--- src/rtl/cpu_cmd_sequencer_pkg.sv ---
// Shared types and default parameters for the CPU command sequencer.
// Imported by the interface, the command FIFO and the sequencer top.
package cpu_cmd_sequencer_pkg;

    localparam int WIDTH_DEF    = 8;
    localparam int CMD_W_DEF    = 7;
    localparam int DEPTH_DEF    = 4;
    localparam int LATENCY_DEF  = 4;
    localparam int IDLE_CMD_DEF = 0;

    typedef enum logic [1:0] {
        IDLE,
        WAIT,
        DONE
    } seq_state_t;

    typedef logic [CMD_W_DEF-1:0] cmd_t;

    // Width of a down-counter that must hold values 0..lat.
    function automatic int cnt_w(input int lat);
        return (lat < 1) ? 1 : $clog2(lat + 1);
    endfunction

endpackage

--- src/rtl/cpu_cmd_sequencer_if.sv ---
// Host-side channels of the sequencer: command in, result out.
// The host drives the master side, the sequencer implements the slave side.
interface cpu_cmd_sequencer_if
    import cpu_cmd_sequencer_pkg::*;
#(
    parameter int WIDTH = WIDTH_DEF,
    parameter int CMD_W = CMD_W_DEF
);

    logic               s_valid;
    logic               s_ready;
    logic [CMD_W-1:0]   s_cmd;
    logic [WIDTH-1:0]   s_d1;
    logic [WIDTH-1:0]   s_d2;
    logic [WIDTH-1:0]   s_d3;

    logic               r_valid;
    logic               r_ready;
    logic [2*WIDTH-1:0] r_data;
    logic               r_zero;
    logic               r_error;

    modport master (
        output s_valid, s_cmd, s_d1, s_d2, s_d3, r_ready,
        input  s_ready, r_valid, r_data, r_zero, r_error
    );

    modport slave (
        input  s_valid, s_cmd, s_d1, s_d2, s_d3, r_ready,
        output s_ready, r_valid, r_data, r_zero, r_error
    );

endinterface

--- src/rtl/cpu_cmd_sequencer_fifo.sv ---
// Synchronous command FIFO, no write-to-read bypass.
// Full/empty are derived from an occupancy count one bit wider than the pointers.
module cpu_cmd_sequencer_fifo
    import cpu_cmd_sequencer_pkg::*;
#(
    parameter int W     = CMD_W_DEF + 3 * WIDTH_DEF,
    parameter int DEPTH = DEPTH_DEF
) (
    input  logic         clk,
    input  logic         rst,
    input  logic         push,
    input  logic         pop,
    input  logic [W-1:0] wdata,
    output logic [W-1:0] rdata,
    output logic         full,
    output logic         empty
);

    localparam int AW = $clog2(DEPTH);
    localparam logic [AW:0] FULL_CNT = (AW + 1)'(DEPTH);

    logic [W-1:0]  mem [DEPTH];
    logic [AW-1:0] wptr;
    logic [AW-1:0] rptr;
    logic [AW:0]   count;
    logic          do_push;
    logic          do_pop;

    assign full    = (count == FULL_CNT);
    assign empty   = (count == '0);
    assign do_push = push && !full;
    assign do_pop  = pop && !empty;
    assign rdata   = mem[rptr];

    // Storage write; contents need no reset since count guards reads.
    always_ff @(posedge clk) begin
        if (do_push) mem[wptr] <= wdata;
    end

    // Pointers wrap naturally modulo the power-of-two depth.
    always_ff @(posedge clk) begin
        if (!rst) begin
            wptr  <= '0;
            rptr  <= '0;
            count <= '0;
        end else begin
            if (do_push) wptr <= wptr + 1'b1;
            if (do_pop)  rptr <= rptr + 1'b1;
            case ({do_push, do_pop})
                2'b10:   count <= count + 1'b1;
                2'b01:   count <= count - 1'b1;
                default: count <= count;
            endcase
        end
    end

endmodule

--- src/rtl/cpu_cmd_sequencer.sv ---
// Presents queued host commands to the CPU one at a time, holds the bus
// for a fixed window, then captures the CPU result for the host.
module cpu_cmd_sequencer
    import cpu_cmd_sequencer_pkg::*;
#(
    parameter int               WIDTH    = WIDTH_DEF,
    parameter int               CMD_W    = CMD_W_DEF,
    parameter int               DEPTH    = DEPTH_DEF,
    parameter int               LATENCY  = LATENCY_DEF,
    parameter logic [CMD_W-1:0] IDLE_CMD = CMD_W'(IDLE_CMD_DEF)
) (
    input  logic                clk,
    input  logic                rst,
    cpu_cmd_sequencer_if.slave  host,
    output logic [CMD_W-1:0]    cmdin,
    output logic [WIDTH-1:0]    din_1,
    output logic [WIDTH-1:0]    din_2,
    output logic [WIDTH-1:0]    din_3,
    input  logic [WIDTH-1:0]    dout_high,
    input  logic [WIDTH-1:0]    dout_low,
    input  logic                zero,
    input  logic                error,
    output logic                busy
);

    localparam int FW = CMD_W + 3 * WIDTH;
    localparam int CW = cnt_w(LATENCY);
    localparam logic [CW-1:0] CNT_LOAD = CW'(LATENCY);
    localparam logic [CW-1:0] CNT_LAST = CW'(1);

    logic [FW-1:0] wdata;
    logic [FW-1:0] rdata;
    logic          full;
    logic          empty;
    logic          pop;
    seq_state_t    state;
    logic [CW-1:0] cnt;

    assign wdata        = {host.s_cmd, host.s_d1, host.s_d2, host.s_d3};
    assign host.s_ready = !full;
    assign pop          = (state == IDLE) && !empty;
    assign busy         = (state != IDLE) || !empty;

    cpu_cmd_sequencer_fifo #(
        .W     (FW),
        .DEPTH (DEPTH)
    ) u_fifo (
        .clk   (clk),
        .rst   (rst),
        .push  (host.s_valid),
        .pop   (pop),
        .wdata (wdata),
        .rdata (rdata),
        .full  (full),
        .empty (empty)
    );

    // Issue / hold / capture FSM with registered CPU bus and result.
    always_ff @(posedge clk) begin
        if (!rst) begin
            state        <= IDLE;
            cnt          <= '0;
            cmdin        <= IDLE_CMD;
            din_1        <= '0;
            din_2        <= '0;
            din_3        <= '0;
            host.r_valid <= 1'b0;
            host.r_data  <= '0;
            host.r_zero  <= 1'b0;
            host.r_error <= 1'b0;
        end else begin
            unique case (state)
                IDLE: begin
                    if (!empty) begin
                        {cmdin, din_1, din_2, din_3} <= rdata;
                        cnt   <= CNT_LOAD;
                        state <= WAIT;
                    end
                end
                WAIT: begin
                    if (cnt == CNT_LAST) begin
                        host.r_data  <= {dout_high, dout_low};
                        host.r_zero  <= zero;
                        host.r_error <= error;
                        host.r_valid <= 1'b1;
                        cmdin        <= IDLE_CMD;
                        din_1        <= '0;
                        din_2        <= '0;
                        din_3        <= '0;
                        state        <= DONE;
                    end else begin
                        cnt <= cnt - 1'b1;
                    end
                end
                DONE: begin
                    if (host.r_ready) begin
                        host.r_valid <= 1'b0;
                        state        <= IDLE;
                    end
                end
                default: state <= IDLE;
            endcase
        end
    end

endmodule
--- src/flat_wrapper.sv ---
// flat-port wrapper written by rule: the top's interface ports become plain ports
module cpu_cmd_sequencer_flat import cpu_cmd_sequencer_pkg::*;
#(
    parameter int               WIDTH    = WIDTH_DEF,
    parameter int               CMD_W    = CMD_W_DEF,
    parameter int               DEPTH    = DEPTH_DEF,
    parameter int               LATENCY  = LATENCY_DEF,
    parameter logic [CMD_W-1:0] IDLE_CMD = CMD_W'(IDLE_CMD_DEF)
)
  (clk, rst, cmdin, din_1, din_2, din_3, dout_high, dout_low, zero, error, busy, host_s_valid, host_s_cmd, host_s_d1, host_s_d2, host_s_d3, host_r_ready, host_s_ready, host_r_valid, host_r_data, host_r_zero, host_r_error);
  cpu_cmd_sequencer_if #(.WIDTH(WIDTH), .CMD_W(CMD_W)) host_i ();
  input  logic clk;
  input  logic rst;
  output logic [CMD_W-1:0] cmdin;
  output logic [WIDTH-1:0] din_1;
  output logic [WIDTH-1:0] din_2;
  output logic [WIDTH-1:0] din_3;
  input  logic [WIDTH-1:0] dout_high;
  input  logic [WIDTH-1:0] dout_low;
  input  logic zero;
  input  logic error;
  output logic busy;
  input wire logic [$bits(host_i.s_valid)-1:0] host_s_valid;
  input wire logic [$bits(host_i.s_cmd)-1:0] host_s_cmd;
  input wire logic [$bits(host_i.s_d1)-1:0] host_s_d1;
  input wire logic [$bits(host_i.s_d2)-1:0] host_s_d2;
  input wire logic [$bits(host_i.s_d3)-1:0] host_s_d3;
  input wire logic [$bits(host_i.r_ready)-1:0] host_r_ready;
  output wire logic [$bits(host_i.s_ready)-1:0] host_s_ready;
  output wire logic [$bits(host_i.r_valid)-1:0] host_r_valid;
  output wire logic [$bits(host_i.r_data)-1:0] host_r_data;
  output wire logic [$bits(host_i.r_zero)-1:0] host_r_zero;
  output wire logic [$bits(host_i.r_error)-1:0] host_r_error;
  assign host_i.s_valid = host_s_valid;
  assign host_i.s_cmd = host_s_cmd;
  assign host_i.s_d1 = host_s_d1;
  assign host_i.s_d2 = host_s_d2;
  assign host_i.s_d3 = host_s_d3;
  assign host_i.r_ready = host_r_ready;
  assign host_s_ready = host_i.s_ready;
  assign host_r_valid = host_i.r_valid;
  assign host_r_data = host_i.r_data;
  assign host_r_zero = host_i.r_zero;
  assign host_r_error = host_i.r_error;
  cpu_cmd_sequencer #(.WIDTH(WIDTH), .CMD_W(CMD_W), .DEPTH(DEPTH), .LATENCY(LATENCY), .IDLE_CMD(IDLE_CMD)) u_core (.clk(clk), .rst(rst), .host(host_i), .cmdin(cmdin), .din_1(din_1), .din_2(din_2), .din_3(din_3), .dout_high(dout_high), .dout_low(dout_low), .zero(zero), .error(error), .busy(busy));
endmodule
--- config.mk ---
export PLATFORM = sky130hd
export DESIGN_NAME = cpu_cmd_sequencer_flat
export DESIGN_NICKNAME = d
export VERILOG_FILES = /design/src/rtl/cpu_cmd_sequencer_pkg.sv /design/src/rtl/cpu_cmd_sequencer_if.sv /design/src/rtl/cpu_cmd_sequencer_fifo.sv /design/src/rtl/cpu_cmd_sequencer.sv /design/src/flat_wrapper.sv
export SDC_FILE = /design/constraint.sdc
export NUM_CORES = 1
export LEC_CHECK = 0
export BUFFER_PORTS_ARGS = -buffer_cell sky130_fd_sc_hd__buf_2
export CAP_MARGIN = 20
export CORE_AREA = 2 2 116 118
export CTS_BUF_LIST = sky130_fd_sc_hd__clkbuf_4 sky130_fd_sc_hd__clkbuf_8
export CTS_CLUSTER_DIAMETER = 150
export DETAILED_ROUTE_END_ITERATION = 10
export DIE_AREA = 0 0 118 120
export PLACE_DENSITY = 0.8
export SYNTH_ARGS = -nofsm -noshare
export SYNTH_HDL_FRONTEND = slang
export SYNTH_SLANG_ARGS = --single-unit
--- constraint.sdc ---
create_clock -name clk -period 3.09 [get_ports clk]
set_clock_uncertainty 0.2 [all_clocks]
set_input_delay 0.309 -clock clk [delete_from_list [all_inputs] [get_ports clk]]
set_output_delay 0.309 -clock clk [all_outputs]
set_load 0.005 [all_outputs]
Yosys cells after proc, flatten, opt, wreduce, memory -nomap -nowiden

Memory sizes are Yosys's and may differ from the RTL's. A register that Yosys moved wholly into a read port is not among the register bits.
Index checks and enable logic that the tools add are counted.
W data, S select, Z words.

Add/sub/neg operators: 5
$mul: 0
Div/mod/pow operators: 0
Order comparisons: 0
Equal/unequal tests: 10
Shifts and indexed selects: 0
Muxes and demuxes: 25
Bitwise operators: 0
Reduce and logical (&&, ||, !) cells: 17

Operators with widths:

| operator              | number |
|---|---|
| $pmux W8 S2           | 3 |
| $mux W8               | 4 |
| $mux W7               | 2 |
| $pmux W7 S2           | 1 |
| $pmux W3 S2           | 2 |
| $reduce_and A3 Y1     | 4 |
| $mux W2               | 5 |
| $reduce_bool A2 Y1    | 4 |
| $mux W3               | 2 |
| $ne A2 B2 Y1 const B  | 3 |
| $pmux W2 S3           | 1 |
| $sub A3 B1 Y3 const B | 2 |
| $add A2 B1 Y2 const B | 2 |
| $eq A2 B1 Y1 const B  | 2 |
| $eq A2 B2 Y1 const B  | 2 |
| $mux W1               | 4 |
| $add A3 B1 Y3 const B | 1 |
| $eq A3 B1 Y1 const B  | 1 |
| $eq A3 B3 Y1 const B  | 1 |
| $logic_and A1 B1 Y1   | 3 |
| $logic_not A3 Y1      | 1 |
| $logic_not A1 Y1      | 2 |
| $logic_not A2 Y1      | 1 |
| $ne A2 B1 Y1 const B  | 1 |
| other kinds (3)       | 3 |

Bits in registers: 62
Latch bits: 0
Bits in writable memories: 124
ROM bits: 0
Bits of input ports: 53
Output and inout port bits: 52
Memories kept: 1

Memories:

| name              | words | width | rd ports | clocked after memory_dff | write ports | RTL line                     | source |
|---|---|---|---|---|---|---|---|
| u_core.u_fifo.mem | 4     | 31    | 1        | 1                        | 1           | cpu_cmd_sequencer_fifo.sv:22 | `logic [W-1:0] mem [DEPTH];` |

Depth between registers and ports, before layout

Depth in word-level cells: 6
Mapped depth: 10
Depth with buffers taken out: 8

Modules after synthesis

From an unflattened synthesis, not the netlist that was laid out.

Cell total of the unflattened synthesis: 399
Area total of the unflattened synthesis: 6932.9 um2

Modules (own cells, without submodules):

| module                 | times used | cells an instance | area each (um2) | sequential area each (um2) |
|---|---|---|---|---|
| cpu_cmd_sequencer_fifo | 1          | 215               | 4964.8          | 3903.7 |
| cpu_cmd_sequencer      | 1          | 184               | 1968.1          | 1101.1 |

Least setup slack after synthesis

No wires, ideal clock.

Path kind: reg2reg
From: reg u_core.state[1]
To: reg u_core.u_fifo.count[2]
Library setup time: 0.070 ns
Arrival time: 2.209 ns
Setup slack: 0.611 ns
Cell stages (with the launch flop): 11
Period minus slack after synthesis: 2.479 ns
Cell sequence: dfxtp_1 > or2_1 > buf_6 > nor2_2 > buf_2 > ha_1 > inv_1 > fa_1 > xor2_1 > or3_1 > a21oi_1

Word-level cells in the longest chain between the ends: 5
Elaborated cells between the ends (all ways): 7
Those cells by class: 2 x eq/ne; 1 x mux; 4 x reduce/logical

RTL lines:

| what                                              | RTL line                     | source |
|---|---|---|
| from (decl)                                       | cpu_cmd_sequencer.sv:36      | `seq_state_t state;` |
| from (signal assigned)                            | cpu_cmd_sequencer.sv:61      | `state <= IDLE;` |
| from (signal assigned)                            | cpu_cmd_sequencer.sv:77      | `state <= WAIT;` |
| from (signal assigned)                            | cpu_cmd_sequencer.sv:90      | `state <= DONE;` |
| $logic_not A2 Y1 *                                | cpu_cmd_sequencer.sv:41      | `assign pop = (state == IDLE) && !empty;` |
| $logic_and A1 B1 Y1 *                             | cpu_cmd_sequencer.sv:41      |  |
| $logic_and A1 B1 Y1 *                             | cpu_cmd_sequencer_fifo.sv:32 | `assign do_pop = pop && !empty;` |
| net u_core.u_fifo.do_pop                          | cpu_cmd_sequencer_fifo.sv:27 | `logic do_pop;` |
| $eq A2 B1 Y1 or $eq A2 B2 Y1 (tied branches)      | cpu_cmd_sequencer_fifo.sv:49 | `case ({do_push, do_pop})` |
| $pmux W3 S2 or $reduce_bool A2 Y1 (tied branches) | --                           |  |
| to (signal assigned)                              | cpu_cmd_sequencer_fifo.sv:50 | `2'b10: count <= count + 1'b1;` |
| to (signal assigned)                              | cpu_cmd_sequencer_fifo.sv:51 | `2'b01: count <= count - 1'b1;` |
| to (signal assigned)                              | cpu_cmd_sequencer_fifo.sv:52 | `default: count <= count;` |
| to (decl)                                         | cpu_cmd_sequencer_fifo.sv:25 | `logic [AW:0] count;` |

Mark *: on every way through the listed nets, which the timed path passes. The rest lies on a longest branch.
A chain may end at the register's enable or synchronous reset.

Final worst setup path

From: reg u_core.u_fifo.count[2]
To: reg u_core.u_fifo.count[2]

Word-level cells in the longest chain between the ends: 6
Elaborated cells between the ends (all ways): 13
Those cells by class: 2 x add/sub; 3 x eq/ne; 1 x mux; 7 x reduce/logical

RTL lines:

| what                                              | RTL line                                              | source |
|---|---|---|
| $logic_not A3 Y1                                  | cpu_cmd_sequencer_fifo.sv:30                          | `assign empty = (count == '0);` |
| $logic_not A1 Y1                                  | cpu_cmd_sequencer_fifo.sv:32, cpu_cmd_sequencer.sv:41 |  |
| $logic_and A1 B1 Y1                               | cpu_cmd_sequencer.sv:41                               |  |
| $logic_and A1 B1 Y1                               | cpu_cmd_sequencer_fifo.sv:32                          |  |
| $eq A2 B1 Y1 or $eq A2 B2 Y1 (tied branches)      | cpu_cmd_sequencer_fifo.sv:49                          |  |
| $pmux W3 S2 or $reduce_bool A2 Y1 (tied branches) | --                                                    |  |

Parallel ways exist; a longest one is shown, timed or not.

==> key figures <==
Status
  • Status: finished, final reports clean

Route
  • Vias per std cell: ~5.5
  • Wire length per cell: approximately 18 µm
  • Pre-antenna DRT Iters: 5
  • Post-route DRC: 0
  • Vias: 4267
  • Starting DRC count in detailed routing: 212
  • Post-route ant nets: 0
  • DRT Wirelength: around 14000 µm

Floorplanning
  • DIE WIDTH: approximately 120 µm
  • IO Pins: ~110
  • Core Region: 13000 µm²
  • Num rows: 42
  • DIE AREA: 14200 µm²
  • Initial Utilization: 53.9%
  • Die Y: around 120 µm

Placed design
  • Gpl congestion: 0.791
  • Post-DP HPWL: 8150 µm
  • Cell Area, Placed: roughly 7700 µm²
  • IO buf count: between 100 and 150

Final layout
  • Final-layout fill cell count: about 940
  • Final nets: roughly 650
  • Share of layout cells above drive strength 1: between 30% and 40%
  • Final Core Density: between 60% and 70%
  • Area of the multi-input gates: between 1500 and 2000 µm²
  • Area growth from synthesis to layout: 22.6%
  • Register Area: about 5000 µm²
  • Number of diodes: 0
  • Design area: 8580 µm²

Min path
  • HP Start: rst
  • HP Class: in -> reg

Synth
  • Synth cell count leaders: edfxtp_1 (124), dfxtp_1 (64), nand2_1 (39)
  • Synth Flop Type: edfxtp_1
  • Most numerous cell in the Yosys netlist: edfxtp_1
  • Gate Count Post-Synth: 440
  • Synth unique cells: 37
  • FFs w/ async S/R, synth: 0%
  • Top post-synthesis cells by area: edfxtp_1 (53%), dfxtp_1 (18%), mux4_2 (10%)
  • Syn Nets: ~500
  • Post-synth top area share: a little over half
  • Post-synth EDFFs: ~120
  • Largest area contributor in the netlist: edfxtp_1
  • Synth Register Bits: roughly 190
  • Netlist Area Pre-Place: 7000 µm²
  • Register area share after synthesis: between 70% and 80%
  • Yosys warnings: 0
  • Mapped Avg Cell Area: roughly 16 µm²

STA
  • Final Cycle Share: roughly 84%
  • Worst slew margin: 41.5%
  • Max Slew Vio Count: 0
  • Setup TNS: 0 ns
  • Unrepaired setup endpoints after global routing: no
  • Final hold vios: 0
  • Number of endpoints failing setup at the final stage: 0
  • Max Fclk: 383 MHz
  • Slew of the pin with the lowest slew margin: roughly 0.9 ns
  • Final min period: about 2.6 ns

Clock tree
  • Clk_lat worst skew: between 0.4 and 0.5 ns
  • Num Clock Sinks: 188
  • Post-CTS setup buffer count: 0
  • TritonCTS clock tree: built
  • Root Driver: clkbuf_8
  • Num CTS Buffers: 17
  • CTS H-tree depth: 4
  • CTS max path bufs: 2
  • Worst-path clk slew: around 0.09 ns

Worst setup path
  • Critical Path AT: approximately 2.8 ns
  • Startpoint Class: flop
  • Crit end category: flop
  • Worst reg2reg startpoint: u_core.u_fifo.count[2]$_SDFFE_PN0P_
  • Crit. Startpoint: u_core.u_fifo.count[2]$_SDFFE_PN0P_
  • Worst EP required: 3.28 ns
  • Largest fanout on the critical path: 10
  • Critical path class: reg -> reg

Power
  • Peak VDD IR: ~390 µV
  • Clock power share: between 20% and 30%
  • Psw: 2.12 mW
  • Sequential Power Share: 50.0%
  • Cell internal pwr: between 4 and 5 mW
  • Sw Share: 30.9%
  • Leakage power: 3.05 nW
  • Power Density: between 700 and 800 nW/µm²
  • Combinational share of power: 27.4%

GRT
  • Global-route wire length before repair: about 22000 µm
  • Overflow after GRT: 0
  • Initial antenna violation count: 0
  • Largest net degree at the start of global routing: 36
  • Vias in the first global route: ~4300
  • Overall routing resource usage: 20.8%

Run
  • Max cap viols: 0
[power by group through the flow]
stage / clock network, mW / logic [mW] / registers (mW)
3_3_place_gp: 0 / 1.75 / 3.46
3_5_place_dp: 0 / 1.83 / 3.48
5_1_grt: 1.68 / 2.05 / 3.49
4_1_cts: 1.58 / 1.89 / 3.43
2_1_floorplan: 0 / 1.29 / 3.35
6_report: 1.55 / 1.87 / 3.42
[flip-flops by register name, indices dropped and copies added, names as in the netlist, named ones only]
signal,count
u_core.host.r_zero,1
u_core.host.r_error,1
u_core.din_2,8
u_core.cnt,3
u_core.u_fifo.count,3
u_core.u_fifo.wptr,2
u_core.cmdin,7
u_core.state,2
u_core.din_1,8
u_core.host.r_valid,1
u_core.din_3,8
u_core.host.r_data,16
u_core.u_fifo.mem,124
u_core.u_fifo.rptr,2
[layout make-up]
cell class | instances | area share, %
timing repair buffer | 162 | 12.8
inverter | 10 | 0.438
multi-input combinational | 212 | 21.4
clock inverter | 15 | 1.75
clock buffer | 17 | 2.73
tap | 176 | 2.57
sequential | 188 | 58.4
[what timing repair did]
| action | CTS | global route |
|---|---|---|
| hold buffers | 51 | 0 |
| gates resized for setup | 0 | 0 |
| hold endpoints to repair | 146 | 0 |
[stage by stage]
step / setup slack, ns / hold slack [ns] / instances / total power [mW]
floorplan: 0.611 / 0.208 / 440 / 4.65
CTS: 0.500 / 0.189 / 780 / 6.90
global placement: 0.678 / 0.239 / 697 / 5.21
detailed placement: 0.518 / 0.244 / 697 / 5.32
finish: 0.482 / 0.211 / 780 / 6.85
global route: 0.298 / 0.208 / 780 / 7.22
[cell usage in the layout (no fill, tap or decap), types with 3 or more instances in the layout]
cell / instances
edfxtp_1: 124
buf_2: 104
dfxtp_1: 62
dlygate4sd3_1: 51
nand2_1: 39
nand3_1: 34
o2bb2ai_1: 32
mux4_2: 31
a21oi_1: 28
clkbuf_8: 17
inv_1: 10
ha_1: 7
clkinvlp_4: 6
buf_4: 6
nor2_1: 5
and3_2: 4
or3_1: 3
clkinv_2: 3
[critical path: stages (launching register included)]
cell,delay (ns)
dfxtp_1,0.41
or3b_1,0.50
nand2_1,0.12
ha_1,0.19
inv_1,0.06
fa_1,0.37
xor2_1,0.18
or3_1,0.34
a21oi_1,0.17
[kinds of logic after synthesis]
| family | count (synthesis) | share of synthesized area, % |
|---|---|---|
| buf+inv | 40 | 2.50 |
| compound gates | 69 | 6.92 |
| xor+xnor | 2 | 0.250 |
| flops | 188 | 71.5 |
| mux | 31 | 9.98 |
| simple gates | 102 | 7.29 |
| fa+ha+maj | 8 | 1.54 |
[per-layer routing]
| layer | vias to the layer above | routed length (µm) | global-route usage (%) |
|---|---|---|---|
| met3 | 25 | 734 | 4.85 |
| met1 | 2107 | 5370 | 23.3 |
| met5 | - | 0 | 0 |
| li1 | 1994 | - | - |
| met4 | 0 | 270 | 10.6 |
| met2 | 141 | 7600 | 37.2 |
[worst paths after layout]
kind	end	slack (ns)	depth (start not counted)
worst max-delay path	u_core.u_fifo.count[2]$_SDFFE_PN0P_	0.48	8
worst min-delay path	u_core.cnt[2]$_SDFFE_PN0P_	0.21	4
worst max register to register	u_core.u_fifo.count[2]$_SDFFE_PN0P_	0.48	8
worst min register to register	u_core.host.r_data[10]$_SDFFE_PN0P_	0.25	2
No activity file was read; power rests on OpenSTA's default activity.
